[src/rtl/prog_loader_pkg.sv]
// Shared definitions for the byte-stream program loader: FSM state
// encoding, default frame-start byte and frame-length helpers.
// Optional feature macro used by the loader: PROG_LOADER_CHECKSUM_EN.
package prog_loader_pkg;

  // Default frame-start byte.
  localparam logic [7:0] SYNC_BYTE_DEF = 8'hA5;

  // A length byte of 0 encodes a full 256-word frame.
  localparam int FRAME_MAX_WORDS = 256;

  // Width of the remaining-word counter (must hold 256).
  localparam int COUNT_W = 9;

  // Loader FSM states. CHECK and ERROR are only reachable when the
  // checksum feature is built in.
  typedef enum logic [2:0] {
    ST_IDLE    = 3'd0,
    ST_LEN     = 3'd1,
    ST_DATA_HI = 3'd2,
    ST_DATA_LO = 3'd3,
    ST_WRITE   = 3'd4,
    ST_CHECK   = 3'd5,
    ST_DONE    = 3'd6,
    ST_ERROR   = 3'd7
  } state_t;

  // Convert the frame length byte L into a word count N.
  function automatic logic [COUNT_W-1:0] len_to_words(input logic [7:0] len);
    if (len == 8'd0) begin
      return COUNT_W'(FRAME_MAX_WORDS);
    end
    return {1'b0, len};
  endfunction

endpackage

[src/rtl/loader_xor_acc.sv]
// 8-bit XOR accumulator used for the frame checksum. Clear has priority
// over accumulate so a new frame always starts from zero.
module loader_xor_acc (
  input  logic       clk,
  input  logic       rst,
  input  logic       clr,
  input  logic       en,
  input  logic [7:0] din,
  output logic [7:0] acc
);

  logic [7:0] acc_q;

  // Running XOR of every enabled byte since the last clear.
  always_ff @(posedge clk) begin
    if (rst || clr) begin
      acc_q <= 8'd0;
    end else if (en) begin
      acc_q <= acc_q ^ din;
    end
  end

  assign acc = acc_q;

endmodule

[src/rtl/prog_loader.sv]
// Byte-stream program loader. Receives framed bytes (sync, length, data
// pairs high byte first, optional checksum), assembles 16-bit words and
// writes them sequentially from address 0 into instruction memory while
// holding the CPU in reset.
//
// Byte handshake: a byte transfers on a rising clk edge when
// in_valid && in_ready; the source must hold in_data/in_valid stable
// while in_ready is low. in_ready is decoded from the state register only.
//
// Build option: define PROG_LOADER_CHECKSUM_EN to add the trailing
// checksum byte, the CHECK/ERROR states and the sticky error output.
module prog_loader
  import prog_loader_pkg::*;
#(
  parameter int         ADDR_W    = 8,
  parameter int         DATA_W    = 16,
  parameter logic [7:0] SYNC_BYTE = SYNC_BYTE_DEF
) (
  input  logic              clk,
  input  logic              rst,
  input  logic [7:0]        in_data,
  input  logic              in_valid,
  output logic              in_ready,
  output logic              imem_we,
  output logic [ADDR_W-1:0] imem_addr,
  output logic [DATA_W-1:0] imem_wdata,
  output logic              cpu_hold,
  output logic              done,
  output logic              error,
  output state_t            state_dbg
);

  localparam logic [ADDR_W-1:0]  ADDR_ONE  = ADDR_W'(1);
  localparam logic [COUNT_W-1:0] COUNT_ONE = COUNT_W'(1);

  state_t              state_q;
  state_t              state_d;
  logic [ADDR_W-1:0]   addr_q;
  logic [COUNT_W-1:0]  count_q;
  logic [7:0]          hi_q;
  logic [7:0]          lo_q;

  logic                xfer;
  logic                is_sync;
  logic                start;

  assign xfer    = in_valid && in_ready;
  assign is_sync = (in_data == SYNC_BYTE);
  // A sync byte starts a new load from IDLE or from ERROR.
  assign start   = xfer && is_sync && ((state_q == ST_IDLE) || (state_q == ST_ERROR));

`ifdef PROG_LOADER_CHECKSUM_EN
  logic [7:0] csum;
  logic       csum_en;

  // Length and data bytes feed the checksum; the sync byte does not.
  assign csum_en = xfer && ((state_q == ST_LEN) ||
                            (state_q == ST_DATA_HI) ||
                            (state_q == ST_DATA_LO));

  loader_xor_acc u_xor_acc (
    .clk (clk),
    .rst (rst),
    .clr (start),
    .en  (csum_en),
    .din (in_data),
    .acc (csum)
  );
`endif

  // State register.
  always_ff @(posedge clk) begin
    if (rst) begin
      state_q <= ST_IDLE;
    end else begin
      state_q <= state_d;
    end
  end

  // Next-state logic; input gaps leave the state unchanged.
  always_comb begin
    state_d = state_q;
    case (state_q)
      ST_IDLE: begin
        if (start) begin
          state_d = ST_LEN;
        end
      end
      ST_LEN: begin
        if (xfer) begin
          state_d = ST_DATA_HI;
        end
      end
      ST_DATA_HI: begin
        if (xfer) begin
          state_d = ST_DATA_LO;
        end
      end
      ST_DATA_LO: begin
        if (xfer) begin
          state_d = ST_WRITE;
        end
      end
      ST_WRITE: begin
        if (count_q == COUNT_ONE) begin
`ifdef PROG_LOADER_CHECKSUM_EN
          state_d = ST_CHECK;
`else
          state_d = ST_DONE;
`endif
        end else begin
          state_d = ST_DATA_HI;
        end
      end
`ifdef PROG_LOADER_CHECKSUM_EN
      ST_CHECK: begin
        if (xfer) begin
          state_d = (in_data == csum) ? ST_DONE : ST_ERROR;
        end
      end
      ST_ERROR: begin
        if (start) begin
          state_d = ST_LEN;
        end
      end
`endif
      ST_DONE: begin
        state_d = ST_IDLE;
      end
      default: begin
        state_d = ST_IDLE;
      end
    endcase
  end

  // Address counter, remaining-word count and byte latches.
  always_ff @(posedge clk) begin
    if (rst) begin
      addr_q  <= '0;
      count_q <= '0;
      hi_q    <= 8'd0;
      lo_q    <= 8'd0;
    end else begin
      if (start) begin
        addr_q <= '0;
      end
      if (xfer && (state_q == ST_LEN)) begin
        count_q <= len_to_words(in_data);
      end
      if (xfer && (state_q == ST_DATA_HI)) begin
        hi_q <= in_data;
      end
      if (xfer && (state_q == ST_DATA_LO)) begin
        lo_q <= in_data;
      end
      if (state_q == ST_WRITE) begin
        addr_q  <= addr_q + ADDR_ONE;
        count_q <= count_q - COUNT_ONE;
      end
    end
  end

  // Outputs are decoded from the state and datapath registers only.
  assign in_ready   = !((state_q == ST_WRITE) || (state_q == ST_DONE));
  assign imem_we    = (state_q == ST_WRITE);
  assign imem_addr  = addr_q;
  assign imem_wdata = {hi_q, lo_q};
  assign cpu_hold   = (state_q != ST_IDLE);
  assign done       = (state_q == ST_DONE);
  assign state_dbg  = state_q;

`ifdef PROG_LOADER_CHECKSUM_EN
  assign error = (state_q == ST_ERROR);
`else
  assign error = 1'b0;
`endif

endmodule

[config.mk]
export PLATFORM = sky130hd
export DESIGN_NAME = prog_loader
export DESIGN_NICKNAME = d
export VERILOG_FILES = /design/src/rtl/prog_loader_pkg.sv /design/src/rtl/loader_xor_acc.sv /design/src/rtl/prog_loader.sv
export SDC_FILE = /design/constraint.sdc
export NUM_CORES = 1
export LEC_CHECK = 0
export ABC_CLOCK_PERIOD_IN_PS = 1600
export CAP_MARGIN = 10
export CORE_ASPECT_RATIO = 1.2
export CORE_MARGIN = 2
export CORE_UTILIZATION = 44
export DETAILED_ROUTE_END_ITERATION = 8
export GPL_TIMING_DRIVEN = 0
export PLACE_DENSITY = 0.84
export SLEW_MARGIN = 20
export SYNTH_ARGS = -nofsm -noshare
export SYNTH_HDL_FRONTEND = slang
export SYNTH_SLANG_ARGS = --single-unit
[constraint.sdc]
create_clock -name clk -period 1.6 [get_ports clk]
set_clock_uncertainty 0.15 [all_clocks]
set_input_delay 0.16 -clock clk [delete_from_list [all_inputs] [get_ports clk]]
set_output_delay 0.16 -clock clk [all_outputs]
set_load 0.01 [all_outputs]
==> results of run 1 <==
-- kinds of logic after synthesis --
kind of cell | Yosys count
AND/OR/NAND/NOR | 94
adder cells (fa/ha/maj) | 3
XOR/XNOR | 2
flip-flops | 36
buffers and inverters | 20
AO/OA/AOI/OAI | 45
other | 1
multiplexers | 10
-- cell type report --
cell class | count | area, µm²
Fill cell | 303 | 1150
Multi-Input combinational cell | 155 | 1150
Sequential cell | 36 | 736
Timing Repair Buffer | 52 | 519
Buffer | 12 | 97.6
Clock buffer | 5 | 68.8
Tap cell | 54 | 67.6
Clock inverter | 3 | 42.5
Inverter | 8 | 42.5
-- state kept, by name, indices dropped and copies added, names as in the netlist --
| register | flops |
|---|---|
| hi_q | 8 |
| imem_addr | 8 |
| state_dbg | 3 |
| lo_q | 8 |
| count_q | 9 |
-- per-stage QoR --
stage          power [W]  hold slack, ps
6_report         0.00184            5.43
5_1_grt          0.00189            22.1
4_1_cts          0.00182             114
3_5_place_dp     0.00102             298
3_3_place_gp     0.00102             294
2_1_floorplan   0.000962             146
-- critical path: stages, from the launching register on --
cell and delay [ps]:
dfxtp_4 360, buf_4 130, buf_6 120, buf_4 120, or3_4 370, buf_6 130
-- path summary, 6_finish.rpt --
kind,from,depth (start not counted),slack (ps),to
hold / removal,in_data[4],3,5,lo_q[4]$_SDFFE_PP0P_
hold reg to reg,lo_q[4]$_SDFFE_PP0P_,2,320,lo_q[4]$_SDFFE_PP0P_
setup / recovery,state_dbg[0]$_SDFFE_PP0P_,5,-240,cpu_hold
setup reg to reg,state_dbg[0]$_SDFFE_PP0P_,4,-240,count_q[3]$_SDFFE_PP0P_
-- what timing repair did --
action                                  CTS  global route
gates resized for setup                  61            45
buffers inserted                          7             4
endpoints found under the setup margin   41            38
pin swaps                                 7            23
cloned                                    0             1
-- cells in the mapped netlist, drive strengths merged, types with 4 or more instances --
cell type   n  area share (%)
a211oi      4             1.7
a21oi      18             5.2
buf         5             1.9
clkbuf      7             1.5
dfxtp      36              41
inv         7             1.5
mux2i       9             5.2
nand2      30             6.4
nand3       4             1.1
nand4       5             2.6
nor2       23             4.9
o21ai      13             3.7
or3         6             2.1
-- metal layers --
metal	GRT usage, %	vias to the layer above	routed length, µm
li1	-	872	-
met1	28.1	902	2270
met2	37.9	67	2740
met3	6.03	13	296
met4	9.69	0	86
met5	0	-	0
-- power by group --
part	internal [W]	switching, W
combinational	0.0000468	0.0000721
clock	0.000461	0.000359
sequential	0.000895	0.00000377
total	0.00140	0.000435
==> results list, run 1 <==
- Setup repair after global routing could not meet its margin everywhere.
- Post-synthesis compound-gate area fraction: 15.8%
* Post-route minimum period: 1840 ps
- The repair_antennas step left the layout with diodes totalling 0.
- Multiplexer area fraction after synthesis: 5.79%
* Final worst-path cycle share: 115%
- Of all nets on the critical path, the largest fanout is 4.
- The checks that failed: setup timing.
* Leading cell types in the layout, fill and taps excluded: 31 x clkdlybuf4s50_1, 28 x dfxtp_1, 21 x nand2_1
- Final-report hold violation count: 0
- After detailed placement, the design holds a cell count of 305.
- After synthesis the cells add up to 1750 µm².
- Fin cells: between 300 and 400
* Final slew viol count: 0
* Prevailing post-synth register cell: dfxtp_1
- IR drop worst, VDD: 0.727 mV
* Synthesized-area fraction occupied by and/or/nand/nor cells: 28.5%
* Setup Viol. Count Final: 37
- In this run, synthesis inferred 0 flip-flops with an integrated enable.
- During I/O placement, the number of pins put on the boundary was 43.
- Static timing analysis puts the maximum clock frequency at 542 MHz.
* Antenna-violating nets left: 0
- Entering global routing, the biggest net connects 13 pins.
- Required @ worst endpoint: 1290 ps
- Counting every instance in the synthesized netlist gives about 210.
* Average footprint of a synthesized cell: 8.29 µm²
- Total wirelength of the detailed-routed design: 5390 µm
- Number of buffers on the longest clock path: 2
- Setup crit start kind: register
- The share of the Yosys chip area taken by registers is roughly two fifths.
- Summing the areas of all fa, ha and maj instances in the mapped netlist gives 2.15% of the synthesized area.
- Dividing the detail-routed via count by the number of cells gives 5.70.
* Initial core utilization: 45.1%
* Net total in the final layout: 284
- Run status: complete, but fails checks
- Total number of yosys warnings: 0
- Largest family of logic cells by synthesized area: simple AND/OR/NAND/NOR gates
- Std-Cell Core Area: 3880 µm²
* Classification of the worst setup path: reg -> out
- The initialized floorplan defines 25 standard-cell rows.
- Share of cells above drive strength 1: 32.1%
- Final sum of negative setup slack: -3690 ps
* Number of levels in the clock H-tree: 2
- After detailed routing, the average wire length per cell comes to between 15 and 20 µm.
* CTS root buffer: clkbuf_8
- The worst setup path is captured at an output port.
* Total power per unit cell area: just under 700 nW/µm²
* Crit path DAT: 1530 ps
- The number of global-route vias before repair came to 1731.
* Clock latency of the later-clocked register in the worst-skew pair: 300 ps
- Clock tree from TritonCTS: done
* Die area: 4500 µm²
* Area growth, synth to finish: 55.7%
* Width of the chip: 61.6 µm
- RD Place Congestion: 0.824
- The first global-routing pass estimated 7860 µm of wire.
- Global routing consumed, over all layers together, 23.1% of the routing resources.
* Drt first-iter violations: 99
- Hold-fix buffers, CTS: 0
- Setup slack on the critical path of the routed design comes to -245 ps.
- Most common library cell in the layout ignoring fill and taps: clkdlybuf4s50_1
* Number of distinct library cells after synthesis: 50
* Die outline height: between 70 and 80 µm
- Clock Sinks: 36
- Timing analysis after detailed placement gives a worst setup slack of -613 ps.
- In this run the static leakage power is 0.993 nW.
- # port buffers: 40
* Number of maximum-capacitance constraint violations: 0
* Router iterations before antenna repair: 4
- Clock-pin slew was measured on the worst setup and hold paths at about 80 ps.
- Final core utilization: between 70% and 80%
- Vias: roughly 1900
- Grt total ovfl: 0
- Summing all non-filler instances in the final layout gives an area of 2720 µm².
- Fraction of synthesized cell area in xor and xnor cells: 1.00%
- Share of synthesized registers carrying an async set or reset: 0%
- In this run, synthesis produced a sequential element count of 36.
- The number of antenna violations at the first check in global routing was 0.
* Inserted Clock Buffers: 5
- After detailed placement, the total cell area comes to roughly 2200 µm².
- HPWL Detailed: approximately 3000 µm
* Normalized max-slew margin: 55.9%
* Synthesized Nets: approximately 230
- At the pin with the least slew margin, the transition time is 661 ps.
* DRC violations left: 0
- Classification of the worst-slack hold path: in -> reg
(Power assumes the default switching activity.)
==> inputs of run 2 (changes only) <==
CORE_MARGIN = default   (was 2)
CTS_CLUSTER_DIAMETER = 120   (was default)
SYNTH_HIERARCHICAL = 1   (was default)
==> results list, run 2 <==
- Filler cell count: 326 (+7.6%)
- Die outline height: 71.1 µm (-2.7%)
* Crit path DAT: 1920 ps (+390 ps)
- The number of global-route vias before repair is 1652 (-4.6%).
* Clock transition at the registers of the reported paths: 80 ps (about the same)
- Leaving out fill and tap cells, the most frequent cells in the layout are 30 x nand2_1, 28 x clkdlybuf4s50_1, 27 x dfxtp_1.
* Top reg by flops: count_q
- Largest cells by area after synthesis: dfxtp_1 41%, nand2_1 6.4%, a21oi_1 5.2%
* Clock latency of the later-clocked register in the worst-skew pair: 300 ps (about the same)
- The async set or reset register ratio after synthesis came to 0% (unchanged).
* Footprint of the flip-flops and latches: 734 µm² (-0.17%)
- The synthesized design spends more area on one cell type than any other, namely dfxtp_1.
* IR drop worst, VDD: 0.773 mV (+6.3%)
- The wire length of the first global-routing pass was 7580 µm (-3.6%).
- Maximum number of pins on one net before global-route repair: 14 (+1)
- Inserted Clock Buffers: 5 (unchanged)
* Post-layout worst setup margin: -303 ps (-57.9 ps)
- The number of stages on the worst hold path was 3 (unchanged).
- The power per unit of standard cell area came to 657 nW/µm² (-2.6%).
- Ports placed on the boundary: 43 (unchanged)
- The proportion of total power due to net switching came to 25.5% (+1.9 points).
- HPWL Detailed: 3020 µm (-0.92%)
- The max capacitance violation total was 0 (unchanged).
* Initial core utilization: 47.0% (+1.9 points)
- Diodes inserted: 0 (unchanged)
* DRC violations left: 0 (unchanged)
- Prevailing post-synth register cell: dfxtp_1
* Classification of the worst setup path: reg -> reg
- Worst Reg2Reg Path Length in Cells: 5 (+1)
- Cell area after technology mapping: 1750 µm² (unchanged)
- The met2 global-route usage is 38.5% (+0.56 points).
- CTS root buffer: clkbuf_8
* Total number of placement rows: 24 (-4.0%)
- Cell leakage power: 0.950 nW (-4.3%)
- Area growth, synth to finish: 45.8%
- The post-detailed-route via-to-cell ratio is 5.55 (-2.7%).
- Critical path capture point type: register
- Post-route minimum period: 1900 ps (+57.9 ps)
- The switching power summed over all nets came to 0.000428 W (-1.6%).
- Share of synthesized area occupied by flip-flops and latches: 41.2% (unchanged)
* Sequential share of power: 53.7% (+4.8 points)
- Number of distinct library cells after synthesis: 50 (unchanged)
* Run status: complete, but fails checks
- The final cell utilization of the core was 68.5% (-1.7 points).
- Mean routed wirelength per cell: 14.5 µm (-12%)
- Final-report hold violation count: 0 (unchanged)
- The min-delay analysis places its worst path in the category in -> reg.
- Final slew viol count: 0 (unchanged)
- Synth top cells by count: 36 x dfxtp_1, 30 x nand2_1, 23 x nor2_1, 18 x a21oi_1, 12 x o21ai_0
- The post-synthesis cell count is 211 (unchanged).
* Layer with the highest usage after global routing: met2
* Width of the chip: 59.6 µm (-3.2%)
- Total area of multi-input combinational cells: 1060 µm² (-8.2%)
- The endpoint identified for the worst register-to-register timing path is count_q[7]$_SDFFE_PP0P_.
- EDFF count, synth: 0 (unchanged)
- The total of warnings raised by yosys is 6 (+6).
- Post-layout total power: 0.00168 W (-8.8%)
- Net total in the final layout: 280 (-1.4%)
* Clock tree from TritonCTS: done
- Hold-fix buffers, CTS: 0 (unchanged)
- Final sum of negative setup slack: -2180 ps (+1510 ps)
* Setup crit start kind: register
- Most common library cell in the layout ignoring fill and taps: nand2_1
- The net count after synthesis came to 225 (unchanged).
- The startpoint identified for the worst register-to-register timing path is state_dbg[0]$_SDFFE_PP0P_.
* FF-to-FF setup slack: -300 ps (-60 ps)
- Setup Viol. Count Final: 16 (-57%)
* Global routing usage on met3: 6.76% (+0.74 points)
- Highest fanout seen on the critical path: 7 (+3)
- Vias: 1770 (-4.5%)
* Maximum clock frequency: 526 MHz (-3.0%)
- The number of nets with antenna violations after detailed routing came to 0 (unchanged).
* RSZ-0062 raised after global routing: true
* RD Place Congestion: 0.861 (+4.4%)
- The number of DRC markers in iteration 0 is 71 (-28%).
- The cell-internal power was 0.00125 W (-11%).
- The number of non-filler instances in the completed layout is 319 (-1.8%).
* Die area: 4230 µm² (-5.9%)
* # port buffers: 40 (unchanged)
* Std-Cell Core Area: 3720 µm² (-4.0%)
* Worst slew pin tran: 519 ps (-142 ps)
- Worst hold endpoint: lo_q[0]$_SDFFE_PP0P_
- Average footprint of a synthesized cell: 8.29 µm² (unchanged)
- The worst hold path begins at in_data[0].
* Post-synth top area share: 41.2% (unchanged)
* Number of levels in the clock H-tree: 2 (unchanged)
* Number of buffers on the longest clock path: 2 (unchanged)
- The final cycle utilization of the critical path is 119% (+3.6 points).
* Post-synthesis register bit count: 36 (unchanged)
- Pre-CTS WS: -589 ps (+24.9 ps)
* Clock Sinks: 36 (unchanged)
* Number of flip-flops under the largest register name: 9 (unchanged)
* Number of placed instances, taps included: 303 (-0.66%)
- The number of detailed-routing iterations run before antenna repair is 4 (unchanged).
* Total wirelength of the detailed-routed design: 4640 µm (-14%)
* Normalized max-slew margin: 65.4% (+9.5 points)
- The met1 layer usage reported by global route was 27.8% (-0.24 points).
- Most common cell in the synthesized netlist: dfxtp_1
- The number of antenna violations at the first check in global routing came to 0 (unchanged).
* Grt total ovfl: 0 (unchanged)
- The proportion of layout cells with a drive suffix above 1 came to 22.5% (-9.6 points).
- The final reports fail on setup timing.
- Power share of the combinational group: 6.3% (-0.2 points)
* GRT Resource Usage Total: 23.6% (+0.51 points)
- Required @ worst endpoint: 1620 ps (+330 ps)
* Clock power frac: 39.9% (-4.7 points)
[run 2: per-layer routing]
layer  vias to the layer above  part of all wire, %
met5                         -                    0
met4                         0                  2.1
met3                        10                  5.3
met2                        59                   50
met1                       844                   43
li1                        857                    -
[run 2: layout make-up]
class,instances,area share [%]
Multi-Input combinational cell,155,41.4
Sequential cell,36,28.8
Timing Repair Buffer,48,18.3
Buffer,12,3.68
Clock buffer,5,2.70
Tap cell,52,2.55
Inverter,8,1.67
Clock inverter,3,0.932
[run 2: power groups by stage]
stage | Clock (W) | Combinational [W] | Sequential (W)
4_1_cts | 0.000682 | 0.0000966 | 0.000900
3_3_place_gp | 0 | 0.0000921 | 0.000922
2_1_floorplan | 0 | 0.0000395 | 0.000923
6_report | 0.000669 | 0.000106 | 0.000900
3_5_place_dp | 0 | 0.0000933 | 0.000922
5_1_grt | 0.000721 | 0.000113 | 0.000901
[run 2: stage by stage]
step	cell area, µm²	hold WS (ps)
4_1_cts	2440	145
5_1_grt	2550	123
6_report	2550	114
2_1_floorplan	1780	146
3_3_place_gp	2240	293
3_5_place_dp	2240	299
[run 2: worst max-delay path by stage]
| stage | endpoint | cells after the start | slack, ps | startpoint |
|---|---|---|---|---|
| floorplan | count_q[5]$_SDFFE_PP0P_ | 4 | -120 | state_dbg[0]$_SDFFE_PP0P_ |
| global placement | imem_addr[2]$_SDFFE_PP0P_ | 5 | -620 | in_data[4] |
| detailed placement | imem_addr[6]$_SDFFE_PP0P_ | 5 | -590 | in_data[3] |
| CTS | count_q[5]$_SDFFE_PP0P_ | 4 | -250 | state_dbg[0]$_SDFFE_PP0P_ |
| global route | count_q[5]$_SDFFE_PP0P_ | 4 | -350 | state_dbg[0]$_SDFFE_PP0P_ |
| finish | count_q[7]$_SDFFE_PP0P_ | 5 | -300 | state_dbg[0]$_SDFFE_PP0P_ |
[run 2: cell families (layout without fill, tap and decap cells)]
group | Yosys count | in the layout | synth area share (%)
flip-flops | 36 | 36 | 41.2
AO/OA/AOI/OAI | 45 | 45 | 15.8
buffers and inverters | 20 | 76 | 5.37
AND/OR/NAND/NOR | 94 | 94 | 28.5
XOR/XNOR | 2 | 2 | 1.00
other | 1 | 1 | 0.214
adder cells (fa/ha/maj) | 3 | 3 | 2.15
multiplexers | 10 | 10 | 5.79
[run 2: critical path, cell delays in order (launching register included)]
cell	delay (ps)
dfxtp_2	350
or4b_4	540
o41a_1	370
buf_4	150
o21ai_1	120
o31ai_1	90
[run 2: timing repair]
action / CTS / global route
setup endpoints to repair: 41 / 42
gates resized for setup: 38 / 21
buffers inserted: 3 / 5
pin swaps: 7 / 10
